$ cat src/rtl/uart_tx_serializer.sv
// -----------------------------------------------------------------------------
// uart_tx_serializer
//   Serialises one parallel word into a UART frame:
//   start bit (0), DATA_WIDTH data bits LSB first, optional parity bit,
//   one stop bit (1). Every bit lasts N CLK cycles, N = latched Prescale
//   (Prescale = 0 behaves as N = 1).
//
//   Optional feature: parity support is compiled in only when the macro
//   UART_TX_PARITY_EN is defined. Without it PAR_EN / PAR_TYP are accepted
//   but ignored and the frame always goes DATA -> STOP.
//
// Ports
//   CLK        in   oversampling clock (single clock domain)
//   RST        in   asynchronous reset, active low
//   Prescale   in   [4:0] CLK cycles per serial bit
//   P_DATA     in   [DATA_WIDTH-1:0] parallel payload
//   Data_Valid in   request to send P_DATA (sampled only while idle)
//   PAR_EN     in   parity bit enable
//   PAR_TYP    in   0 = even parity, 1 = odd parity
//   TX_OUT     out  serial line, idle high, registered
//   Busy       out  frame in progress, registered
// -----------------------------------------------------------------------------
module uart_tx_serializer #(
   parameter int DATA_WIDTH = 8
) (
   input  logic                  CLK,
   input  logic                  RST,
   input  logic [4:0]            Prescale,
   input  logic [DATA_WIDTH-1:0] P_DATA,
   input  logic                  Data_Valid,
   input  logic                  PAR_EN,
   input  logic                  PAR_TYP,
   output logic                  TX_OUT,
   output logic                  Busy
);

   localparam int            CW       = (DATA_WIDTH > 1) ? $clog2(DATA_WIDTH) : 1;
   localparam logic [CW-1:0] LAST_BIT = CW'(DATA_WIDTH - 1);

   typedef enum logic [2:0] {IDLE, START, DATA, PARITY, STOP} state_t;

   state_t                r_state;
   state_t                w_state_next;
   logic [4:0]            r_n_m1;        // latched bit length minus one
   logic [4:0]            r_edge_cnt;
   logic [4:0]            w_edge_next;
   logic [CW-1:0]         r_bit_cnt;
   logic [CW-1:0]         w_bit_next;
   logic [DATA_WIDTH-1:0] r_data;
   logic                  r_tx;
   logic                  r_busy;
   logic                  w_tx_next;
   logic                  w_busy_next;
   logic                  w_load;
   logic                  w_last_edge;
   logic                  w_parity_go;
   logic                  w_parity_bit;

`ifdef UART_TX_PARITY_EN
   logic r_par_en;
   logic r_par_typ;

   always_ff @(posedge CLK or negedge RST) begin
      if (!RST) begin
         r_par_en  <= 1'b0;
         r_par_typ <= 1'b0;
      end else if (w_load) begin
         r_par_en  <= PAR_EN;
         r_par_typ <= PAR_TYP;
      end
   end

   assign w_parity_go  = r_par_en;
   // Even parity is the plain XOR; odd parity inverts it.
   assign w_parity_bit = (^r_data) ^ r_par_typ;
`else
   // Parity hardware absent: ports are kept but deliberately unused.
   logic w_unused_par;
   assign w_unused_par = PAR_EN ^ PAR_TYP;
   assign w_parity_go  = 1'b0;
   assign w_parity_bit = 1'b1;
`endif

   assign w_last_edge = (r_edge_cnt == r_n_m1);

   // Next-state, counters and next serial-line value.
   always_comb begin
      // NOTE: every signal gets a default before the case so no path leaves
      // it unassigned, which would otherwise infer a latch.
      w_state_next = r_state;
      w_edge_next  = r_edge_cnt;
      w_bit_next   = r_bit_cnt;
      w_load       = 1'b0;

      case (r_state)
         IDLE: begin
            if (Data_Valid) begin
               w_load       = 1'b1;
               w_edge_next  = 5'd0;
               w_bit_next   = '0;
               w_state_next = START;
            end
         end
         START: begin
            if (w_last_edge) begin
               w_edge_next  = 5'd0;
               w_bit_next   = '0;
               w_state_next = DATA;
            end else begin
               w_edge_next = r_edge_cnt + 5'd1;
            end
         end
         DATA: begin
            if (w_last_edge) begin
               w_edge_next = 5'd0;
               if (r_bit_cnt == LAST_BIT) begin
                  w_bit_next   = '0;
                  w_state_next = w_parity_go ? PARITY : STOP;
               end else begin
                  w_bit_next = r_bit_cnt + 1'b1;
               end
            end else begin
               w_edge_next = r_edge_cnt + 5'd1;
            end
         end
         PARITY: begin
            if (w_last_edge) begin
               w_edge_next  = 5'd0;
               w_state_next = STOP;
            end else begin
               w_edge_next = r_edge_cnt + 5'd1;
            end
         end
         STOP: begin
            if (w_last_edge) begin
               w_edge_next  = 5'd0;
               w_state_next = IDLE;
            end else begin
               w_edge_next = r_edge_cnt + 5'd1;
            end
         end
         default: begin
            w_edge_next  = 5'd0;
            w_bit_next   = '0;
            w_state_next = IDLE;
         end
      endcase

      // Outputs are decoded from the next state so they are registered yet
      // change on the same edge as the state (1-cycle acceptance latency).
      w_busy_next = (w_state_next != IDLE);
      case (w_state_next)
         START:   w_tx_next = 1'b0;
         DATA:    w_tx_next = r_data[w_bit_next];
         PARITY:  w_tx_next = w_parity_bit;
         default: w_tx_next = 1'b1;
      endcase
   end

   always_ff @(posedge CLK or negedge RST) begin
      if (!RST) begin
         r_state    <= IDLE;
         r_edge_cnt <= 5'd0;
         r_bit_cnt  <= '0;
         // NOTE: the payload and bit-length registers are reset too, so a
         // reset mid-frame leaves no stale request behind.
         r_data     <= '0;
         r_n_m1     <= 5'd0;
         r_tx       <= 1'b1;
         r_busy     <= 1'b0;
      end else begin
         // NOTE: non-blocking assignments so every register samples the
         // pre-edge values regardless of statement order.
         r_state    <= w_state_next;
         r_edge_cnt <= w_edge_next;
         r_bit_cnt  <= w_bit_next;
         r_tx       <= w_tx_next;
         r_busy     <= w_busy_next;
         if (w_load) begin
            r_data <= P_DATA;
            r_n_m1 <= (Prescale == 5'd0) ? 5'd0 : (Prescale - 5'd1);
         end
      end
   end

   assign TX_OUT = r_tx;
   assign Busy   = r_busy;

endmodule

$ cat config.mk
export PLATFORM = sky130hd
export DESIGN_NAME = uart_tx_serializer
export DESIGN_NICKNAME = d
export VERILOG_FILES = /design/src/rtl/uart_tx_serializer.sv
export SDC_FILE = /design/constraint.sdc
export NUM_CORES = 1
export LEC_CHECK = 0
export ABC_AREA = 0
export CORE_MARGIN = 10
export CORE_UTILIZATION = 30
export CTS_CLUSTER_SIZE = 14
export DETAILED_ROUTE_END_ITERATION = 8
export PLACE_DENSITY_LB_ADDON = 0.2
export SLEW_MARGIN = 10
export SYNTH_ARGS = -nofsm -noshare
export SYNTH_HDL_FRONTEND = slang
export SYNTH_SLANG_ARGS = --single-unit
$ cat constraint.sdc
create_clock -name CLK -period 1.9 [get_ports CLK]
set_input_delay 0.19 -clock CLK [delete_from_list [all_inputs] [get_ports CLK]]
set_output_delay 0.19 -clock CLK [all_outputs]
set_load 0.02 [all_outputs]
# Yosys cells after proc, flatten, opt, wreduce, memory -nomap -nowiden

Cells that the tools add are included.

Add/sub/neg operators: 3
Order comparisons: 1
Equal/unequal tests: 9
Multiplexer cells: 21
Reductions and logical operators: 5

Operator list:

| cell                                                                   | number |
|---|---|
| 3-bit two-way mux                                                      | 10 |
| 5-bit two-way mux                                                      | 3 |
| 3-bit one-hot mux with 5 select lines                                  | 1 |
| 3-bit one-hot mux with 4 select lines                                  | 1 |
| 5-bit one-hot mux with 2 select lines                                  | 1 |
| 3-bit by 2-bit equality test with 1-bit output (second input constant) | 3 |
| 3-bit by 1-bit equality test with 1-bit output (second input constant) | 2 |
| 3-bit equality test (second input constant)                            | 2 |
| 5-bit by 1-bit adder with 5-bit output (second input constant)         | 1 |
| 5-bit equality test                                                    | 1 |
| 5-bit zero test                                                        | 1 |
| 5-bit by 1-bit subtractor with 5-bit output (second input constant)    | 1 |
| 3-bit by 4-bit < comparator with 1-bit output (second input constant)  | 1 |
| 4-bit OR reduction                                                     | 1 |
| 3-bit by 1-bit adder with 3-bit output (second input constant)         | 1 |
| 1-bit binary-select mux with 3-bit select                              | 1 |
| 3-bit zero test                                                        | 1 |
| 1-bit two-way mux                                                      | 3 |
| 3-bit nonzero test                                                     | 1 |
| 2-bit != test (second input constant)                                  | 1 |
| 1-bit one-hot mux with 2 select lines                                  | 1 |
| 2-bit OR reduction                                                     | 1 |

Bits in registers: 26
Bits of input ports: 18
Output and inout bits: 2

# Longest topological paths before layout

Gate-level depths: netlist (run 1).

Depth in word-level cells: 7
Depth in mapped cells: 8
Gate-level depth less buffers: 8

# Worst setup path after synthesis (run 1)

Ideal clock, no wire load.

Path type: register -> register
From: register r_state[1]
To: register r_tx, in the netlist TX_OUT
Library setup time: 0.094 ns
Data arrival time: 2.004 ns
Required time: 1.806 ns
Slack: -0.197 ns
Stages on the path, launching flop included: 9
Buffers on the path: 1
Period minus slack after synthesis: 2.097 ns
Cell sequence: dfrtp_1 -> or4b_1 -> buf_2 -> and3_4 -> a21boi_4 -> nor2_4 -> mux2_1 -> o211ai_1 -> a31oi_1

Longest elaborated chain between the ends: 6
Elaborated cells between the ends (all ways): 19
Classes of those cells: eq/ne: 6; mux: 11; reduce/logical: 2

Ends and longest elaborated chain:

| item                                                                                         | line | text |
|---|---|---|
| from (decl)                                                                                  | 42   | `state_t r_state;` |
| from (signal assigned)                                                                       | 174  | `r_state <= w_state_next;` |
| 3-bit equality test / 3-bit by 2-bit equality test with 1-bit output (equally long branches) | 95   | `case (r_state)` |
| 2-bit OR reduction (no line)                                                                 | -    |  |
| 3-bit one-hot mux with 4 select lines                                                        | 95   |  |
| 1-bit binary-select mux with 3-bit select                                                    | 154  | `DATA: w_tx_next = r_data[w_bit_next];` |
| 1-bit two-way mux (implied by the code)                                                      | 154  |  |
| 1-bit one-hot mux with 2 select lines (*)                                                    | 152  | `case (w_state_next)` |
| net w_tx_next                                                                                | 52   | `logic w_tx_next;` |
| to (signal assigned)                                                                         | 177  | `r_tx <= w_tx_next;` |
| to (decl)                                                                                    | 50   | `logic r_tx;` |

Mark *: on every way through the listed nets, which the timed path passes. The rest lies on a longest branch. The select of a mux whose other input is x is not followed.
A chain may end at the register's enable or synchronous reset.

# Worst setup path after layout (run 1)

From: register r_state[2]
To: register r_tx, in the netlist TX_OUT

The elaborated chain is that of the path after synthesis.

==> results of run 1 <==
==> layout by cell type (no fill, tap or decap), types with 2 or more instances in the layout <==
cell type | Yosys | layout
nor2b_1 | 2 | 2
mux2_4 | 0 | 2
a21oi_1 | 3 | 3
buf_4 | 1 | 30
nand2_1 | 36 | 36
and2_1 | 2 | 2
o211ai_1 | 2 | 2
nor4_1 | 2 | 2
xnor2_1 | 3 | 3
o21ai_0 | 16 | 16
inv_1 | 7 | 7
nor3_1 | 2 | 2
o31ai_1 | 2 | 2
clkbuf_8 | 0 | 4
nand2b_1 | 4 | 4
dfrtp_1 | 25 | 25
xor2_1 | 5 | 5
nor2_1 | 5 | 5
ha_1 | 4 | 4
clkdlybuf4s50_1 | 0 | 17
nand3_1 | 9 | 9
==> registers in the layout, summed over array words and instances, names as in the netlist <==
register / flops
r_data: 8
r_edge_cnt: 5
r_n_m1: 5
r_bit_cnt: 3
r_state: 3
Busy: 1
TX_OUT: 1
==> final cells by class <==
type                            count  area share
Inverter                            7      0.0137
Multi-Input combinational cell    116       0.376
Sequential cell                    26       0.341
Clock buffer                        4      0.0288
Timing Repair Buffer               47       0.207
Tap cell                           52      0.0340
==> power breakdown <==
part           internal, W  switching, W  total, W  leakage (nW)
sequential        0.000779      0.000130  0.000909         0.328
combinational     0.000706      0.000706   0.00141         0.565
clock             0.000185      0.000172  0.000357        0.0288
==> cell usage after synthesis, drive strengths merged (4+ instances only) <==
master and n:
ha 4, inv 7, o21ai 16, xor2 5, nand2b 4, nand2 36
nand3 9, nor2 6, dfrtp 25
==> routing by layer <==
metal | vias up | share of wire | track usage
li1 | 620 | - | -
met1 | 549 | 0.50 | 0.111
met2 | 16 | 0.44 | 0.139
met3 | 2 | 0.043 | 0.0211
met4 | 0 | 0.011 | 0.0308
met5 | - | 0 | 0
==> how the worst max path moves through the flow <==
stage / from / end / slack [ps] / cells past startpoint
final: r_state[2] / TX_OUT / -160 / 7
after global routing: r_state[2] / TX_OUT / -240 / 7
after CTS: r_state[1] / TX_OUT / -160 / 7
after detailed placement: Data_Valid / TX_OUT / -400 / 8
after global placement: Data_Valid / TX_OUT / -360 / 8
after floorplan: r_state[1] / TX_OUT / -170 / 8
==> critical path, cell delays in order (launching register included) <==
cell and delay, ps:
dfrtp_1 390, or4b_4 540, and3_4 170, a21boi_4 140, nor2_4 150, mux2_4 320
o211ai_1 160, a31oi_1 110
==> kinds of logic (layout without fill, tap and decap cells) <==
family / count (synthesis) / count (layout) / share of synthesized area
adder cells (fa/ha/maj): 4 / 4 / 0.0355
AO/OA/AOI/OAI: 31 / 31 / 0.144
AND/OR/NAND/NOR: 71 / 71 / 0.257
multiplexers: 2 / 2 / 0.0160
flip-flops: 26 / 26 / 0.463
XOR/XNOR: 8 / 8 / 0.0497
buffers and inverters: 12 / 58 / 0.0355
==> metrics by stage <==
stage	util	power [W]
after global placement	0.412	0.00225
after global routing	0.430	0.00293
final	0.430	0.00268
after detailed placement	0.412	0.00227
after floorplan	-	0.00170
after CTS	0.427	0.00266
==> repair_timing <==
item,in CTS,in global routing
cloned,0,0
buffers inserted,0,2
endpoints found under the setup margin,1,4
resized for setup,3,0
pin swaps,0,5
==> impl_metrics.yaml, run 1 <==
worst_setup_path:
  cp_max_fo: 3
  critPathLaunchType: "register"
  end_kind: "register"
  rr_worst_depth: 7
  regToRegStartpoint: "r_state[2]"
  crit_type: "reg2reg"
  worstPathArrival_ps: 2250
  worstPathRequired_ps: 2080
  reg2reg_slack_ps: -160
  r2r_end: "TX_OUT"
power_and_ir_drop:
  peakVddDrop_mv: 0.374
  cellLeakagePower_nw: 0.922
  p_per_area_nw_per_um2: 1400
clock_tree:
  cts-buffers-inserted: 3
  clk_pin_slew_ps: 90
  clock-root-buffer: "clkbuf_8"
  cts.path.max_buffers: 2
  cts_tree: "done"
  cts_max_level: 1
  clock_latency_ps: 270
  cts_hold_buf: 0
  cts.sinks: 26
place:
  dpl.hpwl_um: 2480
  numPortBuffers: 17
  dpl_worst_slack_ps: -395
  dp_cells: 246
  gp_congestion: 0.816
  placed_cell_area_sq_um: 1830
sta:
  finalWorstSetupSlack_ps: -164
  fmax_mhz: 485
  holdWs_ps: 279
  tns_ps: -164
  rsz0062_at_grt: "true"
  worst_slew_pin_slew_ps: 433
  slew_viol_final: 0
  setup_violations: 1
  maxSlewHeadroom: 0.704
  skew_ps: 3.01
  hold_viol_final: 0
  fin_crit_sh: 1.09
  period_minus_slack_ps: 2060
status:
  status: "complete, but fails checks"
  violations: "setup timing"
finish:
  final_area_sq_um: 1910
  layout.cells.non_filler: 252
  fin_nets: 223
  regArea_sq_um: 652
  multi_input_area_sq_um: 718
  n_fill_cell: 436
  diodes: 0
  areaGrowthSynthToFinish_pct: 35.7
  layout-drive-gt1-share: 0.225
drt:
  drt_first_pass_iters: 4
  wl_per_cell_um: 12.6
  vias_per_cell: 4.71
  ant_nets: 0
  drtIter0Drc: 33
  vias: 1187
  totalWireLength_um: 3160
  drc: 0
logic_synthesis:
  synth_warnings: 0
  syn-num-nets: 176
  synth.distinct_cells: 39
  ys_seq_elements: 26
  synth.area.top_cells: "dfrtp_1, nand2_1, o21ai_0, ha_1, nand3_1"
  ys_seq_area_frac: 0.463
  synth.top_cell.area_share: 0.444
  synth_ff_type: "dfrtp_1"
  yosys.area.top_type: "dfrtp_1"
  synth_edf_count: 0
  syn_area_sq_um: 1410
  syn_area_per_cell_sq_um: 9.15
  netlist_instances: 154
  async_flop_share: 1.00
floorplanning:
  fp.dieW_um: 88.5
  fp.dieH_um: 88.5
  start_util: 0.317
  dieArea_sq_um: 7840
  io_pins: 20
  core.rowCount: 24
  core-area_sq_um: 4440
global_route:
  grt_pass1_wl_um: 5580
  grt-ovfl-total: 0
  grt_usage: 0.0870
  antenna_found_initial: 0
  grt_max_degree: 27
  grt_pass1_vias: 1271
worst_hold_path:
  hold_class: "in2async"
flow_run:
  drv_cap: 0
Note: power is estimated with default switching activity, not from simulation.
==> run 2, diff against run 1 <==
--- a/config.mk
+++ b/config.mk
@@ -10,6 +10,7 @@
 export CORE_UTILIZATION = 30
 export CTS_CLUSTER_SIZE = 14
 export DETAILED_ROUTE_END_ITERATION = 8
+export MAX_ROUTING_LAYER = met4
 export PLACE_DENSITY_LB_ADDON = 0.2
 export SLEW_MARGIN = 10
 export SYNTH_ARGS = -nofsm -noshare
==> run 2 against run 1 <==
The flow still finishes with violations (setup timing). Via count about the same. Power about the same. Clock power about the same. Final cell count unchanged. Clock skew up 0.86 ps. Sequential cell count unchanged. First-iteration DRC count down 3.0%. Global-route usage up 0.26 points. Utilization unchanged. Critical endpoint unchanged. Largest power group unchanged.
==> impl_metrics.yaml, run 2 (synthesis results as in run 1) <==
floorplanning:
  fp.dieH_um: 88.5
  io_pins: 20
  start_util: 0.317
  fp.dieW_um: 88.5
  dieArea_sq_um: 7840
  core-area_sq_um: 4440
  core.rowCount: 24
power_and_ir_drop:
  peakVddDrop_mv: 0.374
  power_frac_comb: 0.528
  switchingPower_w: 0.00101
  switching_share: 0.376
  power_frac_seq: 0.340
  p_per_area_nw_per_um2: 1400
  cellLeakagePower_nw: 0.922
  p_int_w: 0.00167
  power_w: 0.00268
  pwr-share-clk: 0.133
global_route:
  grt_pass1_vias: 1273
  grt_max_degree: 27
  antenna_found_initial: 0
  grt-ovfl-total: 0
  grt_usage: 0.0896
  grt_pass1_wl_um: 5580
place:
  gp_congestion: 0.828
  placed_cell_area_sq_um: 1830
  dpl.hpwl_um: 2480
  numPortBuffers: 17
  dpl_worst_slack_ps: -395
finish:
  largest_register: "r_data"
  layout_commonest_cell: "nand2_1"
  final_area_sq_um: 1910
  largest_reg_flops: 8
  final_cell_mix: "nand2_1, buf_4, dfrtp_1, clkdlybuf4s50_1, o21ai_0"
  layout-drive-gt1-share: 0.225
  diodes: 0
  reg.largest.list: "r_data (8), r_edge_cnt (5), r_n_m1 (5)"
  areaGrowthSynthToFinish_pct: 35.7
  n_fill_cell: 436
  fin_nets: 223
sta:
  fmax_mhz: 485
  rsz0062_at_grt: "true"
  tns_ps: -161
  fin_crit_sh: 1.08
  hold_viol_final: 0
  slew_viol_final: 0
  setup_violations: 1
  holdWs_ps: 281
  period_minus_slack_ps: 2060
  maxSlewHeadroom: 0.704
  finalWorstSetupSlack_ps: -161
  worst_slew_pin_slew_ps: 433
  skew_ps: 3.87
clock_tree:
  clock-root-buffer: "clkbuf_8"
  clk_pin_slew_ps: 90
  cts_tree: "done"
  clock_latency_ps: 260
  cts_max_level: 1
  cts_hold_buf: 0
  cts.sinks: 26
  cts-buffers-inserted: 3
  cts.path.max_buffers: 2
drt:
  totalWireLength_um: 3170
  drc: 0
  drtIter0Drc: 32
  drt_first_pass_iters: 4
  vias: 1188
  wl_per_cell_um: 12.6
  ant_nets: 0
  vias_per_cell: 4.71
status:
  violations: "setup timing"
  status: "complete, but fails checks"
worst_hold_path:
  hold_class: "in2async"
worst_setup_path:
  cp_max_fo: 3
  critPathLaunchType: "register"
  crit_type: "reg2reg"
  worstPathArrival_ps: 2240
  worstPathRequired_ps: 2080
  end_kind: "register"
flow_run:
  drv_cap: 0
==> run 2: power by group through the flow <==
stage	Combinational, W	Clock (W)	Sequential, W
after floorplan	0.000770	0	0.000927
after global placement	0.00132	0	0.000924
after detailed placement	0.00135	0	0.000919
after CTS	0.00139	0.000366	0.000913
after global routing	0.00160	0.000392	0.000939
final	0.00141	0.000355	0.000909
==> run 2: routing by layer <==
metal,wire (um),GRT usage
met1,1640,0.115
met2,1410,0.139
met3,83,0.0147
met4,34,0.0308
met5,0,-
==> run 2: timing repair <==
item	in CTS	in global routing
gates resized for setup	3	0
gates cloned	0	0
buffers inserted	0	2
endpoints found under the setup margin	1	4
pin swaps	0	5
==> run 2: final timing paths <==
check	slack (ps)	start	end	cells after the start
hold / removal	280	RST	r_edge_cnt[2]	2
setup / recovery	-160	r_state[2]	TX_OUT	7
max in group asynchronous	1320	RST	TX_OUT	2
min in group CLK	440	P_DATA[2]	r_data[2]	3
hold reg to reg	490	r_data[0]	r_data[0]	2
setup reg to reg	-160	r_state[2]	TX_OUT	7
==> run 2: critical path, cell delays in order, from the launching register on <==
cell      delay [ps]
dfrtp_1          390
or4b_4           540
and3_4           170
a21boi_4         140
nor2_4           150
mux2_4           320
o211ai_1         160
a31oi_1          110
==> run 2: area by class of cell <==
type	count	area, sq um	area share
Clock buffer	4	55.1	0.0288
Tap cell	52	65.1	0.0340
Sequential cell	26	652	0.341
Multi-Input combinational cell	116	718	0.376
Inverter	7	26.3	0.0137
Timing Repair Buffer	47	395	0.207
==> run 2: per-stage QoR <==
step,cells,util
6_report,252,0.430
5_1_grt,252,0.430
4_1_cts,250,0.427
3_5_place_dp,246,0.412
3_3_place_gp,246,0.412
2_1_floorplan,154,-
==> variant 1: new RTL, config.mk and constraints of run 2 <==
Register the output `TX_OUT` once more, with the module's reset; this adds one clock of latency there. The other outputs are not delayed to match. Comments in the files are not updated.
--- a/src/rtl/uart_tx_serializer.sv
+++ b/src/rtl/uart_tx_serializer.sv
@@ -183,7 +183,13 @@
       end
    end
 
-   assign TX_OUT = r_tx;
+   always_ff @(posedge CLK or negedge RST) begin
+      if (!RST) begin
+         TX_OUT <= '0;
+      end else begin
+         TX_OUT <= r_tx;
+      end
+   end
    assign Busy   = r_busy;
 
 endmodule
Formal check against the unedited RTL: not equivalent (Yosys sat finds a counterexample within 4 cycles, from zero or initial values and one cycle with RST low).
==> variant 1 against run 2 <==
The flow still finishes with violations (setup timing); setup slack gained 0.0033 ns; combinational power grew 45%; final area grew 8.4%; power grew 26%; area after synthesis grew 4.0%; routed wire length grew 2.6%; first-iteration DRC count grew 9.4%; sequential cell count grew 1; largest power group unchanged.
==> variant 1: results (changes against run 2) <==
[timing]
final.setup.worst_slack_ns = -0.1582  ; +0.003291 ns
finalSetupTns_ns = -0.1582  ; +0.003291 ns
worst_slew_pin_slew_ns = 0.3354  ; -0.09785 ns
setup_violations = 1  ; unchanged

[critical_path]
slowest_stage = dfrtp_1
crit_path_max_incr_delay_ns = 0.39  ; -0.15 ns
arrival_ns = 2.26  ; +0.02 ns
path_max_fanout = 5  ; +2
cp_top_family = compound AO/OA/AOI/OAI gates
r2r-start = r_bit_cnt[0]

[yosys]
synth.yosys.seq_area_share_pct = 46.20  ; -0.070 points
syn-num-nets = 165  ; -6.3%
ys_top_cells_by_count = dfrtp_1, nand2_1, nor2_1

[finish]
layout-drive-gt1-share_pct = 34.54  ; +12 points
antenna_cells = 0  ; unchanged
nNetsFinal = 217  ; -2.7%

[hold_path]
hold_path_class = input port to asynchronous set/reset pin

[route]
viasPerCell = 4.644  ; -1.5%
drt-initial-drc-count = 35  ; +9.4%
wl_per_cell_um = 12.48  ; -0.89%

[pwr]
leakage_nw = 0.9587  ; +4.0%

[global_route]
grt_pass1_vias = 1294  ; +1.6%
grt_use_total_pct = 8.548  ; -0.41 points
grt_max_degree = 28  ; +3.7%
grt_pass1_wl_um = 5720  ; +2.6%

[outcome]
violations = setup timing
status = complete, but fails checks

[variant 1: cell types whose count changed in the layout (fill, tap and decap cells not counted), moves of 3 or more]
cell | run 2 | this run
nor2_1 | 5 | 12
buf_4 | 30 | 34
mux2_2 | 0 | 9
nand2_1 | 36 | 14
o21ai_0 | 16 | 8
nand3_1 | 9 | 2
mux2i_1 | 0 | 4
nand3_2 | 0 | 3
[variant 1: cell families (layout without fill, tap and decap cells)]
| logic type | after synthesis | after routing | share of synthesized area, % |
|---|---|---|---|
| AO/OA/AOI/OAI | 30 | 30 | 14.86 |
| XOR/XNOR | 8 | 8 | 4.782 |
| adder cells (fa/ha/maj) | 4 | 4 | 3.416 |
| buffers and inverters | 10 | 61 | 3.159 |
| flip-flops | 27 | 27 | 46.20 |
| multiplexers | 14 | 14 | 10.42 |
| AND/OR/NAND/NOR | 50 | 50 | 17.16 |
[variant 1: area by class of cell]
cell class	instances	area [um2]
Timing Repair Buffer	51	425.4
Clock buffer	3	41.29
Inverter	6	22.52
Multi-Input combinational cell	106	815.8
Clock inverter	1	5.005
Tap cell	67	83.83
Fill cell	471	2651
Sequential cell	27	678.2
[variant 1: what timing repair did]
item                                    CTS  global route
gates resized for setup                   3             8
buffers inserted                          2             3
hold buffers                              0             0
pin swaps                                 4             4
endpoints found under the setup margin    2             3
[variant 1: final timing paths]
kind,endpoint,cells past startpoint
worst max-delay path,r_tx,7
min in group CLK,TX_OUT,0
max in group asynchronous,r_tx,2
worst min register to register,TX_OUT,0
worst max register to register,r_tx,7
worst min-delay path,r_bit_cnt[1],2
[variant 1: power by group through the flow]
stage / combinational (W) / clock [W] / sequential (W)
floorplan: 0.00115 / 0 / 0.00101
global placement: 0.00186 / 0 / 0.00102
detailed placement: 0.00188 / 0 / 0.00103
CTS: 0.00194 / 0.000339 / 0.00101
global route: 0.00227 / 0.000362 / 0.00105
finish: 0.00205 / 0.000325 / 0.00101
[variant 1: routing by layer]
metal,vias up,track usage (%),routed length (um)
li1,609,-,-
met3,4,1.579,83
met5,-,-,0
met2,24,14.41,1621
met1,575,9.450,1489
met4,0,4.377,62
[variant 1: through the flow]
step	instances	utilization [%]	hold slack, ns	worst slack [ns]	instance area (um2)
after floorplan	143	-	-0.1056	-0.1376	1504
after global placement	252	41.19	0.3829	-0.3116	1946
after detailed placement	252	41.19	0.3825	-0.3185	1946
after CTS	258	42.68	0.2979	-0.1654	2016
after global routing	261	43.87	0.3172	-0.2553	2072
final	261	43.87	0.2867	-0.1582	2072
==> variant 2: new RTL, settings of run 2 <==
Made on the original files. The option `UART_TX_PARITY_EN` is turned on by a define.
--- a/src/rtl/uart_tx_serializer.sv
+++ b/src/rtl/uart_tx_serializer.sv
@@ -20,6 +20,8 @@
 //   TX_OUT     out  serial line, idle high, registered
 //   Busy       out  frame in progress, registered
 // -----------------------------------------------------------------------------
+`define UART_TX_PARITY_EN
+
 module uart_tx_serializer #(
    parameter int DATA_WIDTH = 8
 ) (
Check against the original RTL: same outputs for any inputs over 10 cycles, from zero or initial values and one cycle with RST low; that may be too few to reach the edited logic, so the function may still have changed.
==> variant 2 against run 2 <==
Setup slack improved by 0.026 ns; final area increased by 13%; area after synthesis increased by 13%; clock skew about the same; sequential power increased by 21%; the run still ends with setup timing left; synthesized cell count increased by 16%; routed wire length increased by 14%; clock power decreased by 5%; sequential share of layout area decreased by 1.7 points; final cell count increased by 17%; power increased by 23%; via count increased by 16%; sequential cell count increased by 2; maximum frequency increased by 1.3%.
==> variant 2: results (changes against run 2) <==
[timing]
final.setup.worst_slack_ns = -0.1356  ; +0.02590 ns
setup_violations = 2  ; +1
finClkSkew_ns = 0.003744  ; -0.0001252 ns

[global_route]
grt_pass1_vias = 1329  ; +4.4%
grt_pass1_wl_um = 6354  ; +14%
grt_use_total_pct = 9.282  ; +0.32 points
grt_max_degree = 29  ; +7.4%

[placed_design]
port-buffer-count = 19  ; +2
gp_congestion = 0.8861  ; +7.0%
dpl_cell_area_um2 = 2068  ; +13%
dp.cells = 291  ; +18%
hpwl_um = 2840  ; +15%

[finish]
fillerInstances = 556  ; +28%
instances_no_fill = 296  ; +17%
layout-drive-gt1-share_pct = 21.24  ; -1.3 points

[pwr]
leakage_nw = 0.9823  ; +6.5%
ir_worst_vdd_mv = 0.6329  ; +69%

[critical_path]
slowest_stage = dfrtp_1
path_max_fanout = 4  ; +1
crit_path_max_incr_delay_ns = 0.41  ; -0.13 ns
cp_top_family = compound AO/OA/AOI/OAI gates

[yosys]
syn-num-nets = 201  ; +14%
synth_cell_types = 41  ; +5.1%
synth_area_leaders = dfrtp_1, nand2_1, xnor2_1
ys_top_cells_by_count = nand2_1, dfrtp_1, o21ai_0

[route]
viasPerCell = 4.655  ; -1.2%

[outcome]
status = complete, but fails checks
violations = setup timing

[cts]
clk_latency_ns = 0.28  ; +0.02 ns

==> variant 2: changes by cell type after synthesis, moves of 2 or more <==
cell,run 2,this run
a32oi_1,1,4
a21boi_0,0,2
and2_1,2,0
nand2_1,36,42
nor2_1,5,8
o211ai_1,2,0
xnor2_1,3,11
mux2_1,2,0
dfrtp_1,25,27
o21ai_1,0,3
and3_1,1,4
==> variant 2: area by class of cell <==
cell class	count	area share [%]
Multi-Input combinational cell	139	41.39
Sequential cell	28	32.43
Timing Repair Buffer	48	18.84
Tap cell	70	4.046
Clock buffer	4	2.081
Inverter	7	1.214
==> variant 2: cell families (layout without fill, tap and decap cells) <==
family                     Yosys count  count (layout)  share of synthesized area, %
and+or+nand+nor                     77              77                         21.94
buffers and inverters               12              59                         3.135
muxes                                1               1                        0.6270
adders and majority gates            5               5                         3.840
xor gates and xnor gates            16              16                         9.248
AOI/OAI and AO/OA                   40              40                         17.24
DFF                                 28              28                         43.97
==> variant 2: metrics by stage <==
stage | hold WS, ns | TNS (ns) | power [W]
after detailed placement | 0.4921 | -0.2224 | 0.002881
after global placement | 0.4892 | -0.1677 | 0.002878
after floorplan | -0.1056 | -0.04307 | 0.002205
final | 0.2824 | -0.1768 | 0.003301
after CTS | 0.3035 | -0.1865 | 0.003267
after global routing | 0.3178 | -0.4517 | 0.003612
==> variant 2: worst register-to-register path: cells and delay by family, from the launching register on <==
kind | cells | cell delay, ns
fa+ha+maj | 1 | 0.32
xor+xnor | 1 | 0.18
compound gates | 3 | 0.41
mux | 1 | 0.12
flops | 1 | 0.41
buf+inv | 1 | 0.16
simple gates | 1 | 0.37
==> variant 2: where the power goes <==
part | switching, W | internal, W
Sequential | 0.000238 | 0.000857
Clock | 0.000187 | 0.000151
Combinational | 0.000880 | 0.000987
Total | 0.00131 | 0.00200
==> variant 2: what timing repair did <==
action,CTS,global route
pin swaps,0,3
setup buffers,0,1
hold endpoints to repair,0,0
endpoints found under the setup margin,2,6
gates resized for setup,3,6
==> variant 2: per-layer routing <==
metal  track usage (%)  share of wire, %  up-vias
met5                 -                 0        -
met4             4.242               1.9        0
met3             1.856               2.6        4
met2             13.08                43       23
met1             12.42                53      631
li1                  -                 -      720
==> variant 2: path summary, 6_finish.rpt <==
path | startpoint | endpoint | slack (ns) | cells past startpoint
max in group asynchronous | RST | TX_OUT | 1.30 | 2
worst min register to register | r_n_m1[2] | r_n_m1[2] | 0.51 | 2
worst max register to register | r_edge_cnt[0] | TX_OUT | -0.14 | 8
min in group CLK | PAR_TYP | r_par_typ | 0.42 | 3
worst max-delay path | r_edge_cnt[0] | TX_OUT | -0.14 | 8
worst min-delay path | RST | r_n_m1[1] | 0.28 | 2
